$ cat src/rtl/alu_add_seq.sv
// Multi-cycle 64-bit ALU (add/sub/and/xor) computing SLICE_W bits per clock.
// Optional condition-code register {zf,sf,of} is built when ALU_CC_REG_EN is defined.
module alu_add_seq #(
  parameter int SLICE_W = 16
) (
  input  logic        clk,
  input  logic        rst,
  input  logic        start,
  input  logic [1:0]  op,
  input  logic [63:0] a,
  input  logic [63:0] b,
`ifdef ALU_CC_REG_EN
  input  logic        set_cc,
  output logic [2:0]  cc,
`endif
  output logic        ready,
  output logic        done,
  output logic [63:0] result,
  output logic        carry,
  output logic        overflow,
  output logic        zf,
  output logic        sf
);

  localparam int NSLICE = 64 / SLICE_W;
  localparam int KW = (NSLICE > 1) ? $clog2(NSLICE) : 1;
  localparam logic [KW-1:0] K_LAST = KW'(NSLICE - 1);

  typedef enum logic [1:0] {IDLE, CALC, DONE} state_t;

  state_t        state_reg, state_next;
  logic [63:0]   a_reg, b_reg, acc_reg;
  logic [1:0]    op_reg;
  logic [KW-1:0] k_reg;
  logic          cin_reg;
  logic [63:0]   result_reg;
  logic          carry_reg, overflow_reg, zf_reg, sf_reg;

  logic [SLICE_W-1:0] a_sl, b_sl, slice;
  logic [SLICE_W:0]   sum;
  logic [63:0]        full;
  logic               cout, c_into_msb, arith, last_slice, ovf_full;

  // One slice of the datapath; sub is a + ~b with the carry-in seeded to 1.
  always_comb begin
    a_sl = a_reg[k_reg*SLICE_W +: SLICE_W];
    b_sl = b_reg[k_reg*SLICE_W +: SLICE_W];
    if (op_reg == 2'b01) begin
      b_sl = ~b_sl;
    end
    sum = {1'b0, a_sl} + {1'b0, b_sl} + {{SLICE_W{1'b0}}, cin_reg};
    case (op_reg)
      2'b10:   slice = a_sl & b_sl;
      2'b11:   slice = a_sl ^ b_sl;
      default: slice = sum[SLICE_W-1:0];
    endcase
    cout       = sum[SLICE_W];
    c_into_msb = a_sl[SLICE_W-1] ^ b_sl[SLICE_W-1] ^ sum[SLICE_W-1];
    arith      = ~op_reg[1];
    ovf_full   = arith & (c_into_msb ^ cout);
    last_slice = (k_reg == K_LAST);
    full       = acc_reg;
    full[k_reg*SLICE_W +: SLICE_W] = slice;
  end

  always_comb begin
    state_next = state_reg;
    ready      = 1'b0;
    done       = 1'b0;
    case (state_reg)
      IDLE: begin
        ready = 1'b1;
        if (start) begin
          state_next = CALC;
        end
      end
      CALC: begin
        if (last_slice) begin
          state_next = DONE;
        end
      end
      DONE: begin
        done       = 1'b1;
        state_next = IDLE;
      end
      default: state_next = IDLE;
    endcase
  end

  always_ff @(posedge clk or posedge rst) begin
    if (rst) begin
      state_reg    <= IDLE;
      a_reg        <= '0;
      b_reg        <= '0;
      acc_reg      <= '0;
      op_reg       <= '0;
      k_reg        <= '0;
      cin_reg      <= 1'b0;
      result_reg   <= '0;
      carry_reg    <= 1'b0;
      overflow_reg <= 1'b0;
      zf_reg       <= 1'b0;
      sf_reg       <= 1'b0;
    end else begin
      state_reg <= state_next;
      if (state_reg == IDLE && start) begin
        a_reg   <= a;
        b_reg   <= b;
        op_reg  <= op;
        k_reg   <= '0;
        cin_reg <= (op == 2'b01);
      end else if (state_reg == CALC) begin
        acc_reg <= full;
        cin_reg <= cout;
        k_reg   <= k_reg + 1'b1;
        // Visible outputs change only once the whole word is assembled.
        if (last_slice) begin
          result_reg   <= full;
          carry_reg    <= arith & cout;
          overflow_reg <= ovf_full;
          zf_reg       <= (full == 64'd0);
          sf_reg       <= full[63];
        end
      end
    end
  end

`ifdef ALU_CC_REG_EN
  logic [2:0] cc_reg;

  always_ff @(posedge clk or posedge rst) begin
    if (rst) begin
      cc_reg <= 3'b000;
    end else if (state_reg == CALC && last_slice && set_cc) begin
      cc_reg <= {(full == 64'd0), full[63], ovf_full};
    end
  end

  assign cc = cc_reg;
`endif

  assign result   = result_reg;
  assign carry    = carry_reg;
  assign overflow = overflow_reg;
  assign zf       = zf_reg;
  assign sf       = sf_reg;

endmodule

$ cat config.mk
export PLATFORM = sky130hd
export DESIGN_NAME = alu_add_seq
export DESIGN_NICKNAME = d
export VERILOG_FILES = /design/src/rtl/alu_add_seq.sv
export SDC_FILE = /design/constraint.sdc
export NUM_CORES = 1
export LEC_CHECK = 0
export BUFFER_PORTS_ARGS = -buffer_cell sky130_fd_sc_hd__buf_4
export CELL_PAD_IN_SITES_DETAIL_PLACEMENT = 1
export CELL_PAD_IN_SITES_GLOBAL_PLACEMENT = 2
export CORE_MARGIN = 2
export CORE_UTILIZATION = 35
export DETAILED_ROUTE_END_ITERATION = 8
export GPL_ROUTABILITY_DRIVEN = 0
export PLACE_DENSITY = 0.84
export SETUP_SLACK_MARGIN = 0.3
export SLEW_MARGIN = 20
export SYNTH_ARGS = -nofsm -noshare
export SYNTH_HDL_FRONTEND = slang
export SYNTH_SLANG_ARGS = --single-unit
export TNS_END_PERCENT = 10
$ cat constraint.sdc
create_clock -name clk -period 11.9 [get_ports clk]
set_input_delay 2.38 -clock clk [delete_from_list [all_inputs] [get_ports clk]]
set_output_delay 2.38 -clock clk [all_outputs]
set_load 0.01 [all_outputs]
==> flow_summary.ini <==
[finish]
seq_area_sq_um = 6658
multiInputGateArea_sq_um = 6092
final_cell_count_no_fill = 2091
areaGrowthSynthToFinish_pct = 22.42
finalNetCount = 1714
num-fill-cells = 4280
drive_gt1_share_pct = 21.03

[timing]
holdWs_ns = 0.4692
post-route-min-period_ns = 5.214
timing.fmax_ghz = 0.1918
rsz0062_at_grt = false
relSlewSlack_pct = 27.21
period_share_pct = 43.81
finalSetupTns_ns = 0
worst_slew_pin_slew_ns = 1.085
final_max_slew_viol_count = 0
setup_viol = 0
skew_ns = 0.01725
final_hold_viol_count = 0

[routing]
avgRoutedWirePerCell_um = 20.52
viasPerCell = 5.311
initialDrtViolationCount = 813
wl_mm = 42.90
dr.pass1.iters = 5
drcViolationCount = 0
vias = 11110
ant_nets = 0

[clock_tree]
cts_root_buffer = clkbuf_16
clk_pin_slew_ns = 0.06
cts-buffers-inserted = 29
post_cts.repair.setup_buffers = 0
htree_levels = 1
hold_buffers = 0
cts_resized = 0
cts.sinks = 266
cts_max_path_buffers = 3
cts_tree = done
clk_latency_ns = 0.56

[floorplanning]
die_h_um = 198.0
rows = 71
initial_core_util_pct = 35.22
fp.dieW_um = 198.0
boundaryPins = 203
design.core.area_sq_um = 37400
die_area_sq_um = 39200

[global_route]
grt_pass1_wl_mm = 67.16
grt_util_all_layers_pct = 21.99
globalRouteOverflowTotal = 0
grt_antenna_before_repair = 1
grt_max_degree = 142
grt_pass1_vias = 11610

[yosys]
synth.area.top_cells = dfrtp_1 51%, nand2_1 14%, mux4_2 5.5%
synth_xor_area_share_pct = 1.330
synth_top_family_by_area = simple AND/OR/NAND/NOR gates
yosys_register_bits = 266
synthMuxAreaShare_pct = 6.859
synth_most_common_cell = nand2_1
synthSimpleGateAreaFrac_pct = 19.66
synth_enable_flop_cells = 0
ys_types = 75
yosys-top-cells-count = 506 x nand2_1, 266 x dfrtp_1, 96 x o21ai_0, 73 x clkbuf_1, 50 x a22oi_1
syn_area_sq_um = 13170
syn_avg_cell_area_sq_um = 9.415
synth_compound_area_share_pct = 15.84
synth_fp_nets = 1555
yosysWarningCount = 0
syn-instance-count = 1399
synthAdderAreaFrac_pct = 2.242
ys.flop_type = dfrtp_1
async_flop_share_pct = 100.0
synth-seq-area-share_pct = 50.54
yosys.area.top_type = dfrtp_1
post-synth-top-area-fraction_pct = 50.54

[placement]
dp.cells = 2037
place_hpwl_mm = 30.24
io_buffers = 202

[run_status]
outcome = finished clean

[setup_path]
cp.arrival_ns = 5.65
crit_fanout = 16
startpoint_type = flip-flop
worstPathRequired_ns = 12.34
setup.worst_path.end_class = flip-flop
worst-setup-path-type = flip-flop to flip-flop

[flow_run]
drv_cap = 0

[worst_hold_path]
hold_path.class = flip-flop to flip-flop
[cell usage in the layout, fill, tap and decap left out, drive strengths merged, types with 4 or more instances in the layout]
cell type	Yosys	final
nand2	506	506
dfrtp	266	266
buf	20	221
o21ai	98	98
a22oi	50	50
clkbuf	73	47
a22o	44	44
nor2	36	36
a21oi	36	36
mux4	32	32
ha	22	22
xnor2	19	19
inv	16	16
nand3	15	15
nor3	15	15
nor4	12	12
mux2i	10	10
nor2b	9	9
nand2b	9	9
and3	8	8
mux2	7	7
a21o	6	6
o22ai	6	6
a31oi	6	6
o31ai	6	6
a2111oi	6	6
o2111ai	5	5
clkinv	2	5
o211ai	4	4
or3	4	4
o21a	4	4
[critical path: stages, from the launching register on]
cell       delay, ns
dfrtp_1         0.37
inv_1           0.43
nand2_1         0.65
xnor2_1         0.43
inv_1           0.09
fa_1            0.42
nand2b_1        0.20
a21oi_1         0.31
o21a_1          0.41
a2111oi_4       0.13
nor3_1          0.83
a22oi_1         0.25
o2111ai_1       0.21
a2111oi_2       0.08
a32o_2          0.27
[area by class of cell]
class | instances | share of cell area, %
Multi-Input combinational cell | 1022 | 37.78
Clock buffer | 47 | 5.603
Inverter | 18 | 0.4656
Sequential cell | 266 | 41.29
Antenna cell | 1 | 0.01552
Tap cell | 511 | 3.965
Timing Repair Buffer | 221 | 10.41
Clock inverter | 5 | 0.4656
[metrics by stage]
stage,instance area (sq um),setup slack [ns],util (%)
floorplan,13170,2.195,-
global placement,15110,6.826,40.39
detailed placement,15120,6.671,40.42
CTS,16090,6.635,43.03
global route,16120,6.341,43.11
finish,16120,6.686,43.11
[cells by family (layout without fill, tap and decap cells)]
family | count (synthesis) | after routing
compound gates | 298 | 298
xor+xnor | 20 | 20
fa+ha+maj | 23 | 23
buf+inv | 111 | 291
flops | 266 | 266
mux | 49 | 49
other cells | 0 | 1
simple gates | 632 | 632
[metal layers]
layer	GRT usage (%)	share of wire (%)	vias to the layer above
met5	0	0	-
met4	6.906	3.4	0
met3	3.117	4.8	70
met2	35.19	46	312
met1	30.88	46	5557
li1	-	-	5166
[path summary, 6_finish.rpt]
check / from / endpoint / slack (ns) / cells past startpoint
min in group asynchronous: rst / a_reg[7]$_DFFE_PP0P_ / 1.80 / 2
worst min register to register: b_reg[40]$_DFFE_PP0P_ / b_reg[40]$_DFFE_PP0P_ / 0.47 / 2
worst min-delay path: b_reg[40]$_DFFE_PP0P_ / b_reg[40]$_DFFE_PP0P_ / 0.47 / 2
worst max register to register: op_reg[1]$_DFFE_PP0P_ / zf$_DFFE_PP0P_ / 6.69 / 14
max in group asynchronous: rst / k_reg[0]$_DFFE_PP0P_ / 8.50 / 4
worst max-delay path: op_reg[1]$_DFFE_PP0P_ / zf$_DFFE_PP0P_ / 6.69 / 14
Power is not shown: default switching activity piles up to over one toggle a cycle in this logic, so the estimate is an artifact.
